[src/rtl/io_input_cond.sv]
// -----------------------------------------------------------------------------
// io_input_cond
//   Conditions the board slide switches and push-buttons before they reach the
//   core's io_sw_i / io_btn_i inputs. Every bit gets a flop synchroniser and a
//   tick-based debouncer. Each button also produces registered press/release
//   pulses and a sticky "pressed" flag that the core clears by writing one.
//
// Ports
//   i_clk          system clock
//   i_rst          synchronous reset, active-high
//   i_sw_raw       asynchronous switch pins
//   i_btn_raw      asynchronous button pins (polarity set by BTN_ACTIVE_LOW)
//   i_btn_clr      write-one-to-clear strobe for o_btn_sticky
//   o_sw_deb       debounced switch levels
//   o_btn_deb      debounced button levels, 1 = pressed
//   o_btn_press    one-cycle pulse per debounced 0->1 button transition
//   o_btn_release  one-cycle pulse per debounced 1->0 button transition
//   o_btn_sticky   set on press, held until cleared (set wins over clear)
//   o_tick         debounce tick strobe (debug)
// -----------------------------------------------------------------------------
module io_input_cond #(
  parameter int SW_WIDTH       = 32,
  parameter int BTN_WIDTH      = 4,
  parameter int SYNC_STAGES    = 2,
  parameter int PRESCALE       = 50000,
  parameter int STABLE_TICKS   = 10,
  parameter bit BTN_ACTIVE_LOW = 1'b1
) (
  input  logic                 i_clk,
  input  logic                 i_rst,
  input  logic [SW_WIDTH-1:0]  i_sw_raw,
  input  logic [BTN_WIDTH-1:0] i_btn_raw,
  input  logic [BTN_WIDTH-1:0] i_btn_clr,
  output logic [SW_WIDTH-1:0]  o_sw_deb,
  output logic [BTN_WIDTH-1:0] o_btn_deb,
  output logic [BTN_WIDTH-1:0] o_btn_press,
  output logic [BTN_WIDTH-1:0] o_btn_release,
  output logic [BTN_WIDTH-1:0] o_btn_sticky,
  output logic                 o_tick
);

  // Switches and buttons share one debounce datapath: switches occupy the low
  // SW_WIDTH bits, buttons the top BTN_WIDTH bits.
  localparam int N  = SW_WIDTH + BTN_WIDTH;
  localparam int PW = (PRESCALE > 1) ? $clog2(PRESCALE) : 1;
  localparam int CW = $clog2(STABLE_TICKS + 1);

  localparam logic [PW-1:0] PRE_LAST = PW'(PRESCALE - 1);
  localparam logic [CW-1:0] CNT_LAST = CW'(STABLE_TICKS - 1);

  // Per-bit debounce state. It is not stored separately: a bit is counting
  // exactly when its synchronised value disagrees with its debounced value.
  typedef enum logic {
    ST_IDLE  = 1'b0,
    ST_COUNT = 1'b1
  } db_state_e;

  logic [N-1:0]           raw_cond;
  logic [N-1:0]           sync_q [SYNC_STAGES];
  logic [N-1:0]           sync_d [SYNC_STAGES];
  logic [N-1:0]           sync;
  logic [PW-1:0]          pre_q, pre_d;
  logic                   tick;
  logic [N-1:0]           deb_q, deb_d;
  logic [CW-1:0]          cnt_q [N];
  logic [CW-1:0]          cnt_d [N];
  db_state_e              db_state [N];
  logic [BTN_WIDTH-1:0]   deb_btn;
  logic [BTN_WIDTH-1:0]   deb_prev_q, deb_prev_d;
  logic [BTN_WIDTH-1:0]   press_q, press_d;
  logic [BTN_WIDTH-1:0]   release_q, release_d;
  logic [BTN_WIDTH-1:0]   sticky_q, sticky_d;

  // Buttons are flipped before the synchroniser so that 1 means pressed
  // everywhere downstream.
  assign raw_cond = {i_btn_raw ^ {BTN_WIDTH{BTN_ACTIVE_LOW}}, i_sw_raw};

  // Synchroniser shift chain.
  always_comb begin
    sync_d[0] = raw_cond;
    for (int s = 1; s < SYNC_STAGES; s++) begin
      sync_d[s] = sync_q[s-1];
    end
  end

  assign sync = sync_q[SYNC_STAGES-1];

  // Free-running prescaler; the tick is the last count of each period.
  assign tick  = (pre_q == PRE_LAST);
  assign pre_d = tick ? '0 : pre_q + 1'b1;

  // Debounce next-state. A new level is accepted on the STABLE_TICKS-th tick
  // seen while it continuously disagrees with the debounced value; any return
  // to agreement discards the partial count.
  always_comb begin
    deb_d = deb_q;
    for (int i = 0; i < N; i++) begin
      cnt_d[i]    = cnt_q[i];
      db_state[i] = (sync[i] != deb_q[i]) ? ST_COUNT : ST_IDLE;
      case (db_state[i])
        ST_IDLE: begin
          cnt_d[i] = '0;
        end
        ST_COUNT: begin
          if (tick) begin
            if (cnt_q[i] == CNT_LAST) begin
              deb_d[i] = sync[i];
              cnt_d[i] = '0;
            end else begin
              cnt_d[i] = cnt_q[i] + 1'b1;
            end
          end
        end
        default: begin
          cnt_d[i] = '0;
        end
      endcase
    end
  end

  assign deb_btn = deb_q[N-1 -: BTN_WIDTH];

  // Edge pulses compare the debounced value with its one-cycle-old copy and
  // are registered, so they appear the cycle after o_btn_deb changes.
  always_comb begin
    deb_prev_d = deb_btn;
    press_d    = deb_btn & ~deb_prev_q;
    release_d  = ~deb_btn & deb_prev_q;
    // Set has priority over clear so a press coinciding with a clear is kept.
    sticky_d   = (sticky_q & ~i_btn_clr) | press_q;
  end

  always_ff @(posedge i_clk) begin
    if (i_rst) begin
      for (int s = 0; s < SYNC_STAGES; s++) begin
        sync_q[s] <= '0;
      end
      for (int i = 0; i < N; i++) begin
        cnt_q[i] <= '0;
      end
      pre_q      <= '0;
      deb_q      <= '0;
      deb_prev_q <= '0;
      press_q    <= '0;
      release_q  <= '0;
      sticky_q   <= '0;
    end else begin
      for (int s = 0; s < SYNC_STAGES; s++) begin
        sync_q[s] <= sync_d[s];
      end
      for (int i = 0; i < N; i++) begin
        cnt_q[i] <= cnt_d[i];
      end
      pre_q      <= pre_d;
      deb_q      <= deb_d;
      deb_prev_q <= deb_prev_d;
      press_q    <= press_d;
      release_q  <= release_d;
      sticky_q   <= sticky_d;
    end
  end

  assign o_sw_deb      = deb_q[SW_WIDTH-1:0];
  assign o_btn_deb     = deb_btn;
  assign o_btn_press   = press_q;
  assign o_btn_release = release_q;
  assign o_btn_sticky  = sticky_q;
  assign o_tick        = tick;

endmodule

[config.mk]
export PLATFORM = sky130hd
export DESIGN_NAME = io_input_cond
export DESIGN_NICKNAME = d
export VERILOG_FILES = /design/src/rtl/io_input_cond.sv
export SDC_FILE = /design/constraint.sdc
export NUM_CORES = 1
export LEC_CHECK = 0
export CORE_MARGIN = 5
export CORE_UTILIZATION = 35
export CTS_CLUSTER_DIAMETER = 50
export DETAILED_ROUTE_END_ITERATION = 10
export DONT_BUFFER_PORTS = 1
export GPL_TIMING_DRIVEN = 0
export PLACE_DENSITY = 0.53
export SYNTH_ARGS = -nofsm -noshare
export SYNTH_HDL_FRONTEND = slang
export SYNTH_SLANG_ARGS = --single-unit
[constraint.sdc]
create_clock -name i_clk -period 1.8 [get_ports i_clk]
set_input_delay 0.36 -clock i_clk [delete_from_list [all_inputs] [get_ports i_clk]]
set_output_delay 0.36 -clock i_clk [all_outputs]
set_load 0.05 [all_outputs]
==> out/summary.txt <==
==================================================================================================
Number of nets with antenna violations after routing                                             0
Endpoint required time on the critical path                                                1.44 ns
Post-route DRC violation count                                                                   0
Clock transition time at the flip-flop clock pins of the worst setup and hold paths        0.06 ns
Nature of the critical path startpoint                                                   flip-flop
Die W                                                                                       197 um
Most numerous cell in the Yosys netlist                                                    dfxtp_1
Endpoint of the worst hold path                                                       sync_q[0][25]
Final setup violation count                                                                    140
Proportion of netlist area held by the largest area contributor                              46.3%
Max Root-Sink Buffers                                                                            3
Kind of end point of the critical path                                                  output pin
Time the final worst path needs with I/O delays and setup                                  2.12 ns
Final hold violations                                                                            0
Worst skew pair latency                                                                    0.51 ns
Ys async rst share                                                                              0%
# nets final                                                                                  1533
Post-synthesis sequential element count                                                        284
Cell depth of the worst min-delay path                                                           1
Layout Area Growth over Synthesis                                                            27.4%
Post-synth design cell area                                                              12300 um2
Critical R2R Launch                                                                       pre_q[7]
Total of warnings raised by yosys                                                                0
HPWL Detailed                                                                             20300 um
Number of buffers added on ports                                                                 0
Count of non-filler cells in the finished layout                                              1969
Vias in the first global route                                                                9571
R2R setup slack                                                                           -0.19 ns
Post-synth net total                                                                          1407
Placer Congestion                                                                            0.793
Setup WS pre-CTS                                                                         -0.703 ns
Worst Max-Slew Pin Slew                                                                   0.816 ns
Final worst setup slack                                                                  -0.320 ns
Fraction of final layout cells with drive strength greater than 1                            14.5%
Maximum number of pins on one net before global-route repair                                    13
Worst setup path category                                                                  reg2out
Die footprint                                                                            38900 um2
Antenna Cells                                                                                    0
Clock tree root driver cell                                                              clkbuf_16
Proportion of synthesized chip area in sequential cells                                      46.3%
Violations in the final reports                                                       negative setup slack
Final standard cell utilization of the core                                                  45.3%
Count of vias placed by the detailed router                                                   9943
Number of violations of the max-capacitance limit                                                0
Top fanout value on the critical path                                                            5
Source of the worst hold timing path                                                  i_sw_raw[25]
Total Routed Length                                                                       31500 um
Placement row count                                                                             68
Max-Slew Margin vs Limit                                                                     45.6%
EDFF count, synth                                                                                0
Pins Over Slew Limit                                                                             0
Level count of the clock H-tree                                                                  2
Commonest cells post-synth                                                            dfxtp_1, nor2_1, nor2b_1
Routed vias/inst                                                                              5.05
Num CTS Buffers                                                                                 37
Distinct cell type count of the synthesized netlist                                             36
Achievable clock frequency                                                                 472 MHz
Leakage power                                                                              5.84 nW
Cell count after placement                                                                    1819
Total routing resource utilization after global routing                                      15.6%
Final period utilization                                                                      118%
Starting utilization of the core area                                                        35.5%
Status                                                                                finished with violations
Worst vdd ir                                                                              0.603 mV
First-pass iteration count of the detailed router                                                6
Setup_tns                                                                                 -8.89 ns
Post-detailed-route wirelength per cell                                                    16.0 um
DR iter-0 viols                                                                                511
Number of cells on the worst reg-to-reg path                                                     9
Placeable core region                                                                    34500 um2
Clock tree from TritonCTS                                                                     done
Worst hold path type                                                                        in2reg
Mean cell area of the mapped netlist                                                      9.00 um2
Number of instances in the synthesized netlist                                                1364
Endpoint arrival time on the critical path                                                 1.76 ns
Antenna violations before repair                                                                 2
Global-route wire length before repair                                                    50300 um
Cell taking the most area after synthesis                                                  dfxtp_1
Setup repair after global routing missed its margin                                            yes
Fin Clk Skew                                                                             0.0222 ns
CTS Sinks                                                                                      284
Remaining global-route overflow                                                                  0
Capture point of the worst reg-to-reg path                                               deb_q[11]
Number of top-level pins                                                                        91
Overall die height                                                                          197 um
Power density normalized to cell area                                                   906 nW/um2
Main area contributors after synthesis                                                dfxtp_1, nor2b_1, mux2i_1, nor2_1, a21oi_1
Prevailing post-synth register cell                                                        dfxtp_1
==================================================================================================
## power breakdown
group / internal (mW) / switching [mW]
Clock: 4.65 / 2.78
Sequential: 6.37 / 0.0391
Combinational: 0.148 / 0.200
## timing repair
item                                   in CTS  in global routing
pin swaps                                  70                 40
hold buffers                               33                  1
setup endpoints to repair                 196                187
resized for setup                         150                 66
endpoints found under the hold margin      33                  1
gates cloned                                4                  3
setup buffers                              40                 13
## kinds of logic (layout without fill, tap and decap cells)
kind of cell	after synthesis	count (layout)	share of synthesized area (%)
mux	67	67	5.46
buf+inv	112	262	3.89
compound gates	188	188	8.16
xor+xnor	84	84	5.99
simple gates	628	628	30.1
flops	284	284	46.3
fa+ha+maj	1	1	0.102
## worst max-delay path: stages, from the launching register on
cell	delay, ns
dfxtp_2	0.33
and4bb_2	0.29
buf_6	0.12
and4_1	0.22
buf_6	0.12
buf_12	0.15
## metal layers
metal	up-vias	track usage (%)	wire [um]	share of wire [%]
met4	4	3.44	509	1.6
met3	44	3.26	1380	4.4
met1	4746	20.9	14800	47
li1	5004	-	-	-
met5	-	0	20	0.064
met2	145	26.0	14800	47
## stage by stage
stage,total power [mW],instance area (um2),hold slack (ns)
2_1_floorplan,6.71,12300,0.383
3_3_place_gp,6.82,12900,0.391
3_5_place_dp,6.82,12900,0.397
4_1_cts,14.4,15400,0.00118
5_1_grt,14.7,15600,0.0125
6_report,14.2,15600,0.0194
## sequential cells by signal, indices dropped and copies added (netlist names)
signal	count
o_btn_release	4
cnt_q	144
sync_q	72
o_btn_sticky	4
deb_prev_q	4
pre_q	16
deb_q	36
o_btn_press	4
## how the worst max path moves through the flow
stage,startpoint,endpoint,slack [ns],cells past startpoint
after floorplan,pre_q[4],o_tick,-0.05,5
after global placement,i_rst,deb_q[34],-0.69,4
after detailed placement,i_rst,deb_q[25],-0.70,4
after CTS,pre_q[12],o_tick,-0.33,5
after global routing,pre_q[13],o_tick,-0.38,5
final,pre_q[10],o_tick,-0.32,5
## cell usage in the layout (no fill, tap or decap), drive strengths merged
master and count:
a21oi 78, a31oi 31, a41oi 5, and2 18
and3 2, and4 38, and4bb 1, buf 73
bufbuf 1, bufinv 4, clkbuf 78, clkinv 10
clkinvlp 2, dfxtp 284, dlygate4sd3 34, ha 1
inv 60, mux2i 67, nand2 88, nand2b 36
nand3 41, nand4 56, nand4b 37, nor2 131
nor2b 112, nor3 1, nor3b 35, nor4 3
nor4b 1, nor4bb 1, o21ai 73, o31ai 1
or2 1, or3 24, or4 2, xnor2 44
xor2 40
## layout make-up
| cell class | count | area, um2 |
|---|---|---|
| Inverter | 59 | 221 |
| Clock inverter | 17 | 216 |
| Clock buffer | 46 | 1030 |
| Tap cell | 455 | 569 |
| Sequential cell | 284 | 5710 |
| Buffer | 50 | 443 |
| Timing Repair Buffer | 90 | 1030 |
| Multi-Input combinational cell | 968 | 6420 |
| Fill cell | 3343 | 18900 |
No activity file was read; power rests on OpenSTA's default activity.
